### src/rtl/mix_columns_seq.sv
`timescale 1ns/1ps
// AES MixColumns round stage: COLS_PER_CYCLE columns mixed per clock, in place, in a working register.
// One state in flight; input accepted only in IDLE, output held in DONE until out_ready.
module mix_columns_seq #(
   parameter int COLS_PER_CYCLE = 1
) (
   input  logic         clk,
   input  logic         rst_n,
   input  logic         in_valid,
   output logic         in_ready,
   input  logic         last_round,
   input  logic [127:0] mixcol_i,
   output logic         out_valid,
   input  logic         out_ready,
   output logic [127:0] mixcol_o,
   output logic         busy
);

   generate
      if (COLS_PER_CYCLE != 1 && COLS_PER_CYCLE != 2 && COLS_PER_CYCLE != 4) begin : g_bad_cpc
         $error("mix_columns_seq: COLS_PER_CYCLE must be 1, 2 or 4");
      end
   endgenerate

   typedef enum logic [1:0] {IDLE, BUSY, DONE} state_t;

   localparam logic [1:0] CNT_STEP = 2'(COLS_PER_CYCLE);
   localparam logic [1:0] CNT_LAST = 2'(4 - COLS_PER_CYCLE);

   state_t       state, state_nxt;
   logic [1:0]   col_cnt;
   logic [127:0] work_reg, work_mixed;

   function automatic logic [7:0] xt(input logic [7:0] x);
      return {x[6:0], 1'b0} ^ (x[7] ? 8'h1b : 8'h00);
   endfunction

   // Only the columns of the current group are replaced; the rest pass through.
   always_comb begin : p_mix
      logic [1:0] off;
      logic [7:0] a0, a1, a2, a3;
      work_mixed = work_reg;
      for (int c = 0; c < 4; c++) begin
         off = 2'(c) - col_cnt;
         a0  = work_reg[8*c      +: 8];
         a1  = work_reg[8*(4+c)  +: 8];
         a2  = work_reg[8*(8+c)  +: 8];
         a3  = work_reg[8*(12+c) +: 8];
         if ({1'b0, off} < 3'(COLS_PER_CYCLE)) begin
            work_mixed[8*c      +: 8] = xt(a0) ^ xt(a1) ^ a1 ^ a2 ^ a3;
            work_mixed[8*(4+c)  +: 8] = a0 ^ xt(a1) ^ xt(a2) ^ a2 ^ a3;
            work_mixed[8*(8+c)  +: 8] = a0 ^ a1 ^ xt(a2) ^ xt(a3) ^ a3;
            work_mixed[8*(12+c) +: 8] = xt(a0) ^ a0 ^ a1 ^ a2 ^ xt(a3);
         end
      end
   end

   always_comb begin
      state_nxt = state;
      case (state)
         IDLE:    if (in_valid) state_nxt = last_round ? DONE : BUSY;
         BUSY:    if (col_cnt == CNT_LAST) state_nxt = DONE;
         DONE:    if (out_ready) state_nxt = IDLE;
         default: state_nxt = IDLE;
      endcase
   end

   always_ff @(posedge clk or negedge rst_n) begin
      if (!rst_n) begin
         state    <= IDLE;
         col_cnt  <= 2'd0;
         work_reg <= '0;
      end else begin
         state <= state_nxt;
         case (state)
            IDLE: if (in_valid) begin
               work_reg <= mixcol_i;
               col_cnt  <= 2'd0;
            end
            BUSY: begin
               work_reg <= work_mixed;
               col_cnt  <= col_cnt + CNT_STEP;
            end
            default: ;
         endcase
      end
   end

   assign in_ready  = (state == IDLE);
   assign busy      = (state == BUSY);
   assign out_valid = (state == DONE);
   assign mixcol_o  = work_reg;

endmodule

### config.mk
export PLATFORM = sky130hd
export DESIGN_NAME = mix_columns_seq
export DESIGN_NICKNAME = d
export VERILOG_FILES = /design/src/rtl/mix_columns_seq.sv
export SDC_FILE = /design/constraint.sdc
export NUM_CORES = 1
export LEC_CHECK = 0
export ABC_AREA = 1
export BUFFER_PORTS_ARGS = -buffer_cell sky130_fd_sc_hd__buf_2
export CAP_MARGIN = 10
export CORE_ASPECT_RATIO = 1.2
export CORE_MARGIN = 2
export CORE_UTILIZATION = 58
export DETAILED_ROUTE_END_ITERATION = 6
export GPL_TIMING_DRIVEN = 0
export PLACE_DENSITY = 0.8
export SYNTH_ARGS = -nofsm -noshare
export SYNTH_HDL_FRONTEND = slang
export SYNTH_SLANG_ARGS = --single-unit
### constraint.sdc
create_clock -name clk -period 1.9 [get_ports clk]
set_clock_uncertainty 0.15 [all_clocks]
set_input_delay 0.095 -clock clk [delete_from_list [all_inputs] [get_ports clk]]
set_output_delay 0.095 -clock clk [all_outputs]
set_load 0.01 [all_outputs]
==> results of run 1 <==
[area by class of cell]
type / instances / area (µm²) / share of cell area [%]
clock buffer: 19 / 432.9 / 2.405
tap: 320 / 400.4 / 2.225
multi-input combinational: 2266 / 9459 / 52.55
clock inverter: 13 / 160.2 / 0.8898
timing repair buffer: 412 / 2790 / 15.50
buffer: 119 / 700.7 / 3.893
antenna: 2 / 5.005 / 0.02781
inverter: 192 / 745.7 / 4.143
sequential: 132 / 3304 / 18.36
[worst max path at each step]
stage / end / depth (start not counted) / from
global route: mixcol_o[24]$_DFFE_PN0P_ / 9 / mixcol_o[31]$_DFFE_PN0P_
finish: mixcol_o[23]$_DFFE_PN0P_ / 9 / state[0]$_DFFE_PN0P_
detailed placement: mixcol_o[20]$_DFFE_PN0P_ / 8 / state[0]$_DFFE_PN0P_
CTS: busy / 6 / state[0]$_DFFE_PN0P_
floorplan: mixcol_o[106]$_DFFE_PN0P_ / 9 / state[0]$_DFFE_PN0P_
global placement: mixcol_o[28]$_DFFE_PN0P_ / 1 / rst_n
[sequential cells by signal (all words and copies together) (netlist names)]
signal and cells:
state 2, col_cnt 2, mixcol_o 128
[kinds of logic (layout without fill, tap and decap cells)]
family | Yosys count | count (layout) | synth area share, %
AND/OR/NAND/NOR | 2123 | 2123 | 59.82
XOR/XNOR | 70 | 70 | 4.366
AO/OA/AOI/OAI | 69 | 69 | 2.673
adder cells (fa/ha/maj) | 4 | 4 | 0.3564
buffers and inverters | 315 | 755 | 9.258
other | 0 | 2 | 0
flip-flops | 132 | 132 | 23.52
[metal layers]
layer / up-vias / GRT usage (%)
met3: 297 / 9.816
met1: 8601 / 51.61
met4: 0 / 27.18
met5: - / 0
li1: 9141 / -
met2: 1166 / 69.30
[repair_timing]
item | CTS | global route
cloned | 0 | 1
pin swaps | 0 | 5
resized for setup | 7 | 75
endpoints found under the setup margin | 19 | 117
hold buffers | 131 | 0
setup buffers | 2 | 15
endpoints found under the hold margin | 191 | 0
[stage by stage]
stage                     cells  power (mW)  setup slack (ns)
after floorplan            2713       26.14            0.3107
after global placement     3296       32.99            -1.444
after detailed placement   3297       33.84          -0.07401
after CTS                  3462       37.76          -0.06661
after global routing       3474       43.24          -0.03052
final                      3475       39.36           0.01278
[Yosys cell counts (all sizes together)]
master	n	area [µm²]
nand2	1536	5768
nor2	300	1157
nand3	272	1366
inv	185	694.4
dfrtp	132	3303
buf	66	365.3
clkbuf	57	214.0
o21ai	55	275.3
xnor2	39	341.6
xor2	31	271.5
a21oi	13	91.34
nand3b	12	90.09
clkinv	7	26.28
ha	4	50.05
or2	2	12.51
a22o	1	8.760
nand4	1	6.260
[power groups by stage]
stage	clock network [mW]	logic [mW]	registers, mW
after CTS	3.49	28.2	6.03
final	3.50	29.6	6.29
after global routing	3.62	33.2	6.44
after detailed placement	0	27.8	6.08
after floorplan	0	19.9	6.28
after global placement	0	27.0	6.03
[worst min-delay path, cell delays in order]
cell and delay [ns]:
buf_2 0.08, inv_1 0.06, nand2_1 0.10, nand4_1 0.13
nand2_1 0.09
==> flow_summary_export.csv, run 1 <==
group,metric,value,unit
floorplan,start_util,58.77,%
clock_network,cts.clk_slew.worst_paths,0.06,ns
route,wl_per_cell,16.04,µm
timing,worstMarginPinSlew,0.6553,ns
floorplan,die_h,174.5,µm
timing,whs,-0.001958,ns
global_routing,grt_pass1_wl,88.18,mm
timing,fin_crit_sh,99.33,%
route,viasPerCell,5.527,
final_layout,final_area,18000,µm²
clock_network,cts_tree,"built",
min_path,hp-class,"in2reg",
critical_path,r2r_end,"mixcol_o[23]$_DFFE_PN0P_",
global_routing,antenna_found_initial,1,
critical_path,crit_family,"buffers and inverters",
floorplan,core,23890,µm²
logic_synthesis,synth_fp_nets,2850,
power,irDropWorstVdd,1.024,mV
timing,hold_viol_final,1,
critical_path,critical_path_peak_fanout,10,
logic_synthesis,ys_ff_latch,132,
clock_network,worstSkewPairLatency,0.45,ns
timing,period_needed,1.887,ns
timing,slew_headroom,56.31,%
logic_synthesis,yosysSeqAreaShare,23.52,%
power,p_int,16.25,mW
critical_path,required,2.13,ns
critical_path,reg2reg_slack,0.01,ns
clock_network,cts-htree-levels,4,
placed_design,dpl_cell_area,15790,µm²
timing,setup_tns,0,ns
critical_path,crit_slowest_cell,"dfrtp_1",
power,clock_power_share,8.9,%
floorplan,dieWidth,146.0,µm
logic_synthesis,ys_types,27,
floorplan,ios,264,
logic_synthesis,syn_area,14040,µm²
final_layout,area_growth,28.17,%
final_layout,final_common_cell,"nand2_1",
route,dr.pass1.iters,7,
power,pwr-share-seq,16.0,%
route,wl_met3,6.104,mm
clock_network,clock_path_buffers,2,
route,ant_nets,0,
floorplan,fp-row-count,62,
logic_synthesis,synthCells,2713,
final_layout,utilization,75.33,%
route,wl_met1,20.88,mm
power,p_leak,10.57,nW
global_routing,gr-usage-all-layers,42.90,%
critical_path,reg2reg_from,"state[0]$_DFFE_PN0P_",
route,top_layer,"met4",
global_routing,grt_pass1_vias,18020,
critical_path,worst-path-buf-inv,4,
critical_path,cpPeakStageDelay,0.36,ns
route,drc,25,
critical_path,critPathCaptureType,"register",
floorplan,dieArea,25480,µm²
global_routing,overflow,0,
min_path,worstHoldStart,"in_valid",
power,swShare,58.73,%
final_layout,fillers,2039,
route,via_count,19210,
clock_network,clock_sinks,132,
power,pwr-share-comb,75.1,%
logic_synthesis,ys_warn_count,0,
route,drt_iter0_drc,1957,
final_layout,drive_above_1_share,12.94,%
placed_design,portBuffers,263,
outcome,status,"complete, but fails checks",
final_layout,final_cell_mix,"nand2_1, nor2_1, buf_2",
min_path,holdPathEnd,"state[0]$_DFFE_PN0P_",
run,maxCapViolations,0,
placed_design,dp_hpwl,38.24,mm
final_layout,nets,3277,
critical_path,worstSetupPathType,"reg2reg",
placed_design,place_congestion,1.024,
route,met2WireLength,24.91,mm
power,pwr_density_cell,2187,nW/µm²
critical_path,reg2reg_depth,9,
min_path,hold_depth,5,
global_routing,grt_max_degree,79,
timing,clock.fmax,0.5299,GHz
route,routed_wl,55.74,mm
power,power.switching,23.12,mW
clock_network,root_buffer,"clkbuf_16",
logic_synthesis,synth_area_per_cell,5.176,µm²
critical_path,crit_chain,"buf_6 > inv_4 > nor2_8 > buf_6 > buf_4 > nor2_1 > nor2_1 > o21ai_1 > nand2_1",
timing,finalSetupViolCount,0,
critical_path,crit_path_start_kind,"register",
timing,rsz0062_at_grt,"yes",
clock_network,cts_made_buffers,17,
timing,slew_violations,0,
outcome,violations,"DRC, hold timing",
critical_path,crit_arrival,2.12,ns
No activity file was read; power rests on OpenSTA's default activity.
==> inputs of run 2 (changes only) <==
--- a/config.mk
+++ b/config.mk
@@ -7,7 +7,6 @@
 export LEC_CHECK = 0
 export ABC_AREA = 1
 export BUFFER_PORTS_ARGS = -buffer_cell sky130_fd_sc_hd__buf_2
-export CAP_MARGIN = 10
 export CORE_ASPECT_RATIO = 1.2
 export CORE_MARGIN = 2
 export CORE_UTILIZATION = 58
==> constraint.sdc (replaced) <==
create_clock -name clk -period 1.9 [get_ports clk]
set_clock_uncertainty 0.15 [all_clocks]
set_input_delay 0.095 -clock clk [delete_from_list [all_inputs] [get_ports clk]]
set_output_delay 0.095 -clock clk [all_outputs]
set_load 0.005 [all_outputs]
==> flow_summary_export.csv, run 2 (synthesized netlist as in run 1, its figures left out) <==
group,metric,value,unit
outcome,status,"complete, but fails checks",
outcome,violations,"DRC",
clock_network,root_buffer,"clkbuf_16",
critical_path,cpPeakStageDelay,0.36,ns
route,wl_per_cell,16.07,µm
timing,slew_headroom,55.51,%
final_layout,nets,3277,
clock_network,clock_sinks,132,
final_layout,utilization,75.34,%
critical_path,crit_path_start_kind,"register",
power,p_leak,10.57,nW
route,via_count,19240,
placed_design,pre_cts_slack,-0.07401,ns
global_routing,grt_max_degree,79,
clock_network,cts-htree-levels,4,
critical_path,crit_arrival,1.64,ns
timing,post-route-worst-setup-slack,0.01254,ns
global_routing,antenna_found_initial,1,
clock_network,worstSkewPairLatency,0.45,ns
critical_path,critPathCaptureType,"primary output",
timing,fin_crit_sh,99.34,%
placed_design,dp_hpwl,38.24,mm
timing,whs,0.02129,ns
global_routing,gr-usage-all-layers,42.90,%
route,drt_iter0_drc,1862,
global_routing,grt_pass1_vias,18020,
final_layout,final_cell_mix,"nand2_1, nor2_1, buf_2",
timing,period_needed,1.887,ns
final_layout,instances_no_fill,3474,
clock_network,cts_tree,"built",
clock_network,clock_path_buffers,2,
timing,worstMarginPinSlew,0.6674,ns
route,viasPerCell,5.538,
global_routing,overflow,0,
placed_design,portBuffers,263,
global_routing,grt_pass1_wl,88.18,mm
run,maxCapViolations,0,
critical_path,reg2reg_from,"state[0]$_DFFE_PN0P_",
final_layout,largest_reg_flops,128,
final_layout,drive_above_1_share,12.94,%
floorplan,ios,264,
critical_path,critical_path_peak_fanout,8,
route,ant_nets,0,
critical_path,worstSetupPathType,"reg2out",
floorplan,dieArea,25480,µm²
clock_network,cts_made_buffers,17,
min_path,worstHoldStart,"in_valid",
power,pwr_density_cell,2158,nW/µm²
critical_path,required,1.65,ns
critical_path,crit_chain,"buf_6 > inv_2 > nor2_8 > buf_6 > buf_12 > buf_6",
clock_network,cts.clk_slew.worst_paths,0.06,ns
critical_path,startpoint,"state[0]$_DFFE_PN0P_",
placed_design,place_congestion,1.024,
floorplan,start_util,58.77,%
final_layout,final_common_cell,"nand2_1",
floorplan,core,23890,µm²
power,irDropWorstVdd,1.070,mV
timing,slew_violations,0,
critical_path,crit_path_frequent_cell,"buf_6",
timing,hold_viol_final,0,
critical_path,crit_slowest_cell,"dfrtp_1",
route,drc,9,
floorplan,die_h,174.5,µm
final_layout,area_growth,28.19,%
min_path,hp-class,"in2reg",
floorplan,fp-row-count,62,
timing,clock.fmax,0.5298,GHz
floorplan,dieWidth,146.0,µm
timing,finalSetupViolCount,0,
route,routed_wl,55.81,mm
route,dr.pass1.iters,7,
placed_design,dp.cells,3297,
==> run 2: changes by cell type in the layout (fill, tap and decap cells not counted), sizes merged <==
cell	change
diode	-1
==> run 2: critical path: cells and delay by family (launching register included) <==
| family | cells | cell delay (ns) |
|---|---|---|
| buffers and inverters | 5 | 0.58 |
| AND/OR/NAND/NOR | 1 | 0.24 |
| flip-flops | 1 | 0.36 |
==> run 2: worst paths after layout <==
| path | endpoint | depth (start not counted) | slack [ns] |
|---|---|---|---|
| hold / removal | state[0]$_DFFE_PN0P_ | 5 | 0.02 |
| setup reg to reg | mixcol_o[45]$_DFFE_PN0P_ | 8 | 0.02 |
| min in group asynchronous | mixcol_o[43]$_DFFE_PN0P_ | 2 | 0.03 |
| hold reg to reg | col_cnt[1]$_DFFE_PN0P_ | 1 | 0.42 |
| max in group asynchronous | state[1]$_DFFE_PN0P_ | 3 | 0.69 |
| setup / recovery | busy | 6 | 0.01 |
==> run 2: cell type report <==
class | count | area [µm²]
Timing Repair Buffer | 412 | 2790
Fill cell | 2038 | 5892
Clock inverter | 13 | 160.2
Clock buffer | 19 | 432.9
Multi-Input combinational cell | 2266 | 9459
Buffer | 119 | 708.2
Antenna cell | 1 | 2.502
Sequential cell | 132 | 3304
Tap cell | 320 | 400.4
Inverter | 192 | 743.2
==> run 2: metal layers <==
metal | up-vias | track usage (%) | wire length, µm
met4 | 0 | 27.18 | 3723
met2 | 1221 | 69.30 | 25030
met1 | 8578 | 51.61 | 20840
met3 | 298 | 9.816 | 6223
li1 | 9142 | - | -
met5 | - | 0 | 0
==> run 2: power by group <==
group	internal, mW	switching, mW
sequential	4.27	2.02
combinational	9.91	19.1
clock	2.06	1.45
total	16.2	22.6
==> run 2: through the flow <==
stage | cell area [µm²] | setup TNS (ns) | total power, mW
after floorplan | 14040 | 0 | 25.62
after global placement | 15760 | -189.11 | 32.44
after detailed placement | 15790 | -0.6969 | 33.28
after CTS | 17730 | -0.05831 | 37.20
after global routing | 18000 | -0.1986 | 42.70
final | 18000 | 0 | 38.84
==> run 2: timing repair <==
item,4_1_cts,5_1_grt
gates resized for setup,7,76
hold buffers,131,0
buffers inserted,2,15
pin swaps,0,5
hold endpoints to repair,191,0
gates cloned,0,1
endpoints found under the setup margin,19,117
